File: config.mk
export PLATFORM = sky130hd
export DESIGN_NAME = seg2hex_capture
export DESIGN_NICKNAME = d
export VERILOG_FILES = /design/src/rtl/seg_pkg.sv /design/src/rtl/seg_pattern_dec.sv /design/src/rtl/seg2hex_capture.sv
export SDC_FILE = /design/constraint.sdc
export NUM_CORES = 1
export LEC_CHECK = 0
export CORE_MARGIN = 2
export CORE_UTILIZATION = 50
export CTS_BUF_LIST = sky130_fd_sc_hd__clkbuf_8
export DETAILED_ROUTE_END_ITERATION = 16
export PLACE_DENSITY = 0.73
export SYNTH_ARGS = -nofsm -noshare
export SYNTH_HDL_FRONTEND = slang
export SYNTH_SLANG_ARGS = --single-unit
File: constraint.sdc
create_clock -name clk -period 3.45 [get_ports clk]
set_input_delay 0.345 -clock clk [delete_from_list [all_inputs] [get_ports clk]]
set_output_delay 0.345 -clock clk [all_outputs]
set_load 0.01 [all_outputs]
File: src/rtl/seg_pkg.sv
// Shared constants for the seven-segment digit bus: segment codes, blank and
// marker patterns, digit count, output-register state and the code lookup.
package seg_pkg;

  localparam int DIGITS = 4;

  localparam logic [7:0] SEG_MARKER = 8'h49;
  localparam logic [7:0] SEG_BLANK  = 8'h00;

  localparam logic [6:0] SEG_0 = 7'h3f;
  localparam logic [6:0] SEG_1 = 7'h06;
  localparam logic [6:0] SEG_2 = 7'h5b;
  localparam logic [6:0] SEG_3 = 7'h4f;
  localparam logic [6:0] SEG_4 = 7'h66;
  localparam logic [6:0] SEG_5 = 7'h6d;
  localparam logic [6:0] SEG_6 = 7'h7d;
  localparam logic [6:0] SEG_7 = 7'h27;
  localparam logic [6:0] SEG_8 = 7'h7f;
  localparam logic [6:0] SEG_9 = 7'h6f;
  localparam logic [6:0] SEG_A = 7'h5f;
  localparam logic [6:0] SEG_B = 7'h7c;
  localparam logic [6:0] SEG_C = 7'h58;
  localparam logic [6:0] SEG_D = 7'h5e;
  localparam logic [6:0] SEG_E = 7'h7b;
  localparam logic [6:0] SEG_F = 7'h71;

  typedef enum logic {
    OUT_EMPTY = 1'b0,
    OUT_FULL  = 1'b1
  } out_state_t;

  // Returns {hit, value}; hit is 0 for any pattern outside the code table.
  function automatic logic [4:0] seg_lookup(input logic [6:0] seg);
    case (seg)
      SEG_0:   return {1'b1, 4'h0};
      SEG_1:   return {1'b1, 4'h1};
      SEG_2:   return {1'b1, 4'h2};
      SEG_3:   return {1'b1, 4'h3};
      SEG_4:   return {1'b1, 4'h4};
      SEG_5:   return {1'b1, 4'h5};
      SEG_6:   return {1'b1, 4'h6};
      SEG_7:   return {1'b1, 4'h7};
      SEG_8:   return {1'b1, 4'h8};
      SEG_9:   return {1'b1, 4'h9};
      SEG_A:   return {1'b1, 4'ha};
      SEG_B:   return {1'b1, 4'hb};
      SEG_C:   return {1'b1, 4'hc};
      SEG_D:   return {1'b1, 4'hd};
      SEG_E:   return {1'b1, 4'he};
      SEG_F:   return {1'b1, 4'hf};
      default: return 5'b0_0000;
    endcase
  endfunction

endpackage

File: src/rtl/seg_pattern_dec.sv
// Combinational segment-pattern decoder: inverts the code table and removes
// the encoder's per-digit offset (value - sel mod 16).
module seg_pattern_dec
  import seg_pkg::*;
(
  input  logic [6:0] seg,
  input  logic [1:0] sel,
  output logic [3:0] nibble,
  output logic       hit,
  output logic       is_blank,
  output logic       is_marker
);

  logic [4:0] look;

  assign look      = seg_lookup(seg);
  assign hit       = look[4];
  assign nibble    = look[3:0] - {2'b00, sel};
  assign is_blank  = (seg == SEG_BLANK[6:0]);
  assign is_marker = (seg == SEG_MARKER[6:0]);

endmodule

File: src/rtl/seg2hex_capture.sv
// Seven-segment bus snooper: debounces {sel, seg_d}, decodes four digits into a
// 16-bit word on a valid/ready output. Define SEG2HEX_DP_CAPTURE_EN to capture dp.
module seg2hex_capture
  import seg_pkg::*;
#(
  parameter int unsigned STABLE_CYC = 4
) (
  input  logic        clk,
  input  logic        rst,
  input  logic [2:0]  sel,
  input  logic [7:0]  seg_d,
  input  logic        ovr_clr,
  input  logic        out_ready,
  output logic        out_valid,
  output logic [15:0] data_out,
  output logic [3:0]  dp_out,
  output logic        err,
  output logic        ovr
);

  localparam logic [7:0] ACC_CNT = 8'(STABLE_CYC - 1);

  function automatic logic [7:0] sat_inc(input logic [7:0] v);
    return (v == 8'hff) ? v : v + 8'd1;
  endfunction

  logic [2:0]        sel_p0;
  logic [7:0]        seg_p0;
  logic [7:0]        cnt_p0;
  logic              acc;
  logic [3:0]        nibble;
  logic              hit, is_blank, is_marker, dp_bad;
  logic              bad, wr_digit, frame_done, load, drop;
  logic [DIGITS-1:0] mask_p1, mask_upd;
  logic [15:0]       word_p1, word_upd;
  out_state_t        state_q, state_d;

  // ---- p0: input sample and stability counter ----
  always_ff @(posedge clk or posedge rst) begin
    if (rst) begin
      sel_p0 <= '0;
      seg_p0 <= '0;
      cnt_p0 <= '0;
    end else begin
      cnt_p0 <= ({sel, seg_d} != {sel_p0, seg_p0}) ? 8'd0 : sat_inc(cnt_p0);
      sel_p0 <= sel;
      seg_p0 <= seg_d;
    end
  end

  // Saturation keeps cnt from wrapping back onto ACC_CNT, so one pulse per run.
  assign acc = (cnt_p0 == ACC_CNT);

  seg_pattern_dec u_dec (
    .seg       (seg_p0[6:0]),
    .sel       (sel_p0[1:0]),
    .nibble    (nibble),
    .hit       (hit),
    .is_blank  (is_blank),
    .is_marker (is_marker)
  );

`ifdef SEG2HEX_DP_CAPTURE_EN
  assign dp_bad = 1'b0;
`else
  assign dp_bad = seg_p0[7];
`endif

  always_comb begin
    wr_digit = 1'b0;
    bad      = 1'b0;
    if (acc) begin
      if (dp_bad) begin
        bad = 1'b1;
      end else if (!is_blank) begin
        if (!sel_p0[2] && hit)
          wr_digit = 1'b1;
        else if (!(sel_p0[2] && is_marker))
          bad = 1'b1;
      end
    end
  end

  always_comb begin
    mask_upd = mask_p1;
    word_upd = word_p1;
    if (bad) begin
      mask_upd = '0;
    end else if (wr_digit) begin
      mask_upd[sel_p0[1:0]]              = 1'b1;
      word_upd[{sel_p0[1:0], 2'b00} +: 4] = nibble;
    end
  end

  assign frame_done = (mask_upd == '1);

  // ---- p1: digit capture, output register and flags ----
  always_ff @(posedge clk or posedge rst) begin
    if (rst) state_q <= OUT_EMPTY;
    else     state_q <= state_d;
  end

  always_comb begin
    state_d = state_q;
    load    = 1'b0;
    drop    = 1'b0;
    if (frame_done) begin
      if (state_q == OUT_EMPTY || out_ready) begin
        load    = 1'b1;
        state_d = OUT_FULL;
      end else begin
        drop = 1'b1;
      end
    end else if (state_q == OUT_FULL && out_ready) begin
      state_d = OUT_EMPTY;
    end
  end

  always_comb begin
    out_valid = (state_q == OUT_FULL);
  end

  always_ff @(posedge clk or posedge rst) begin
    if (rst) begin
      mask_p1 <= '0;
      err     <= 1'b0;
      ovr     <= 1'b0;
    end else begin
      mask_p1 <= frame_done ? '0 : mask_upd;
      err     <= bad;
      ovr     <= drop | (ovr & ~ovr_clr);
    end
  end

  always_ff @(posedge clk) begin
    word_p1 <= word_upd;
  end

  always_ff @(posedge clk or posedge rst) begin
    if (rst)       data_out <= '0;
    else if (load) data_out <= word_upd;
  end

`ifdef SEG2HEX_DP_CAPTURE_EN
  logic [DIGITS-1:0] dpm_p1, dpm_upd;

  always_comb begin
    dpm_upd = dpm_p1;
    if (wr_digit) dpm_upd[sel_p0[1:0]] = seg_p0[7];
  end

  always_ff @(posedge clk) begin
    dpm_p1 <= dpm_upd;
  end

  always_ff @(posedge clk or posedge rst) begin
    if (rst)       dp_out <= '0;
    else if (load) dp_out <= dpm_upd;
  end
`else
  assign dp_out = '0;
`endif

endmodule

==> reports/metrics.yaml <==
layout:
  fillers: 543
  diodes: 0
  area_growth_pct: 17.6
  regArea_sq_um: 1370
  final_cell_mix: "42 x dfrtp_1, 33 x clkdlybuf4s50_1, 27 x nand2_1"
  multi_input_area_sq_um: 1610
  drive_gt1_frac: 0.163
  fin_nets: 353
  layout_commonest_cell: "dfrtp_1"
worst_setup_path:
  crit_fanout: 17
  crit-reg2reg-launch: "seg_p0[3]"
  r2r_slack_ps: 380
  reg2reg_depth: 10
  endpoint_kind: "flop"
  reg2reg_to: "data_out[3]"
  cp.required_ps: 3670
  critPathLaunchType: "flop"
  critPathLaunch: "seg_p0[3]"
  crit_arrival_ps: 3290
  worst-setup-path-type: "flop to flop"
timing:
  hold_slack_ps: 440
  finalCritPeriodShare: 0.888
  fin_skew_ps: 7.59
  worst-slew-pin-transition_ps: 628
  rsz0062_at_grt: "false"
  finalSetupTns_ps: 0
  period_needed_ps: 3070
  relSlewSlack: 0.579
  fin_ws_ps: 385
  setup_violations: 0
  finalMaxSlewViolations: 0
  fmax_mhz: 326
  finalHoldViolCount: 0
clocking:
  cts_buffer_depth: 2
  root_buffer: "clkbuf_8"
  tritoncts: "built"
  ctsHoldBuffers: 0
  post_cts_buffers: 0
  cts-resized-gates: 0
  path_clk_slew_ps: 70
  insertion_delay_ps: 340
  htree_levels: 3
  cts_sinks: 58
  numCtsBuffers: 9
synthesis:
  netlist.area_leader.share: 0.339
  yosys_warnings: 0
  ys.flop_type: "dfrtp_1"
  yosysSeqAreaShare: 0.442
  synth_edf_count: 0
  netlist_top_cells_area: "dfrtp_1 34%, dfxtp_1 10%, mux2_4 4.8%, ha_1 4.4%, xor2_1 4.2%"
  netlist_instances: 292
  syn_area_per_cell_sq_um: 10.6
  synth-seq-cells: 58
  synth_cell_types: 61
  async_flop_share: 0.724
  synth_area_sq_um: 3100
  synth_top_cell_by_area: "dfrtp_1"
power:
  ir_worst_vdd_mv: 0.221
  p_leak_nw: 1.52
  powerDensity_nw_per_um2: 395
route:
  firstDrtPassIters: 6
  drc: 0
  wl_um: 5690
  vias: 2237
  postRouteAntennaNets: 0
  routed_via_density: 5.51
  wl_per_cell_um: 14.0
  drt_iter0_drc: 74
placement:
  preCtsSetupSlack_ps: 375
  numPortBuffers: 33
  dpl.hpwl_um: 4020
  gp_congestion: 0.895
global_routing:
  grt_pass1_wl_um: 9660
  first_global_vias: 2109
  grt_usage: 0.187
  grt_max_degree: 43
  gr-total-overflow: 0
  antenna_found_initial: 0
worst_hold_path:
  min_path_type: "primary input to async pin"
floorplanning:
  row_count: 28
  die_x_um: 82.8
  die_y_um: 82.8
  io_pins: 38
  core_sq_um: 5960
  dieArea_sq_um: 6860
  start_util: 0.521
outcome:
  outcome: "finished clean"
job:
  maxCapViolCount: 0
per-layer routing:
layer,wire length [um],GRT usage,part of all wire,up-vias
li1,-,-,-,1116
met1,2670,0.237,0.47,1061
met2,2710,0.306,0.48,50
met3,223,0.0390,0.039,10
met4,82,0.0885,0.014,0
met5,0,0,0,-
cells by family after synthesis:
kind of cell | Yosys count | share of synthesized area
xor gates and xnor gates | 19 | 0.0536
AOI/OAI and AO/OA | 54 | 0.133
muxes | 20 | 0.0842
and+or+nand+nor | 105 | 0.190
buffers and inverters | 23 | 0.0447
DFF | 58 | 0.442
other | 1 | 0.00121
adders and majority gates | 12 | 0.0508
sequential cells by signal, indices dropped and copies added (netlist names):
register	count
ovr	1
seg_p0	8
word_p1	16
out_valid	1
data_out	16
cnt_p0	8
sel_p0	3
err	1
mask_p1	4
cells in the mapped netlist, types with 2 or more instances:
| library cell | instances |
|---|---|
| nor2b_1 | 3 |
| o21ai_0 | 5 |
| xor2_1 | 15 |
| buf_4 | 5 |
| dfrtp_1 | 42 |
| nor3_1 | 11 |
| inv_1 | 8 |
| nand4_1 | 2 |
| or3_1 | 3 |
| or2_1 | 2 |
| nand3_1 | 8 |
| and3_1 | 2 |
| ha_1 | 11 |
| a21oi_1 | 7 |
| a211oi_1 | 2 |
| o22ai_2 | 2 |
| nor2_1 | 22 |
| nand2_1 | 27 |
| mux2_4 | 10 |
| xnor2_1 | 4 |
| nor4_1 | 3 |
| dfxtp_1 | 16 |
| nor4b_2 | 2 |
| buf_2 | 6 |
| a31oi_1 | 2 |
| mux2_2 | 9 |
| o31ai_1 | 17 |
| o22ai_1 | 2 |
| a21oi_2 | 3 |
| and2_1 | 3 |
| buf_6 | 2 |
| nand2b_1 | 4 |
| o211ai_1 | 4 |
stage by stage:
step	power (W)	std cells	util	cell area, sq um
6_report	0.00144	406	0.613	3650
4_1_cts	0.00146	406	0.613	3650
5_1_grt	0.00151	406	0.613	3650
3_5_place_dp	0.000826	390	0.579	3450
2_1_floorplan	0.000793	295	-	3120
3_3_place_gp	0.000824	390	0.579	3450
final cells by class:
cell class,instances,share of cell area
Tap cell,75,0.0257
Inverter,8,0.00822
Sequential cell,58,0.376
Clock buffer,11,0.0415
Clock inverter,5,0.0147
Multi-Input combinational cell,214,0.440
Timing Repair Buffer,35,0.0946
how the worst max path moves through the flow:
| stage | end | slack [ps] | cells past startpoint |
|---|---|---|---|
| 6_report | data_out[3] | 380 | 10 |
| 5_1_grt | data_out[13] | 170 | 9 |
| 3_5_place_dp | data_out[11] | 370 | 10 |
| 4_1_cts | data_out[11] | 370 | 10 |
| 2_1_floorplan | data_out[0] | 800 | 9 |
| 3_3_place_gp | data_out[3] | 430 | 10 |
worst max-delay path: stages (launching register included):
cell and delay, ps:
dfrtp_1 580, and2_1 330, a32oi_2 260, o22ai_2 150
a221o_1 320, ha_1 270, nor2b_1 120, nor3_1 190
xnor2_1 270, o31ai_1 180, mux2_4 280
power breakdown:
part | total [W] | internal [W] | switching, W
clock | 0.000632 | 0.000368 | 0.000263
sequential | 0.000708 | 0.000683 | 0.0000247
combinational | 0.000103 | 0.0000465 | 0.0000564
No activity file was read; power rests on OpenSTA's default activity.
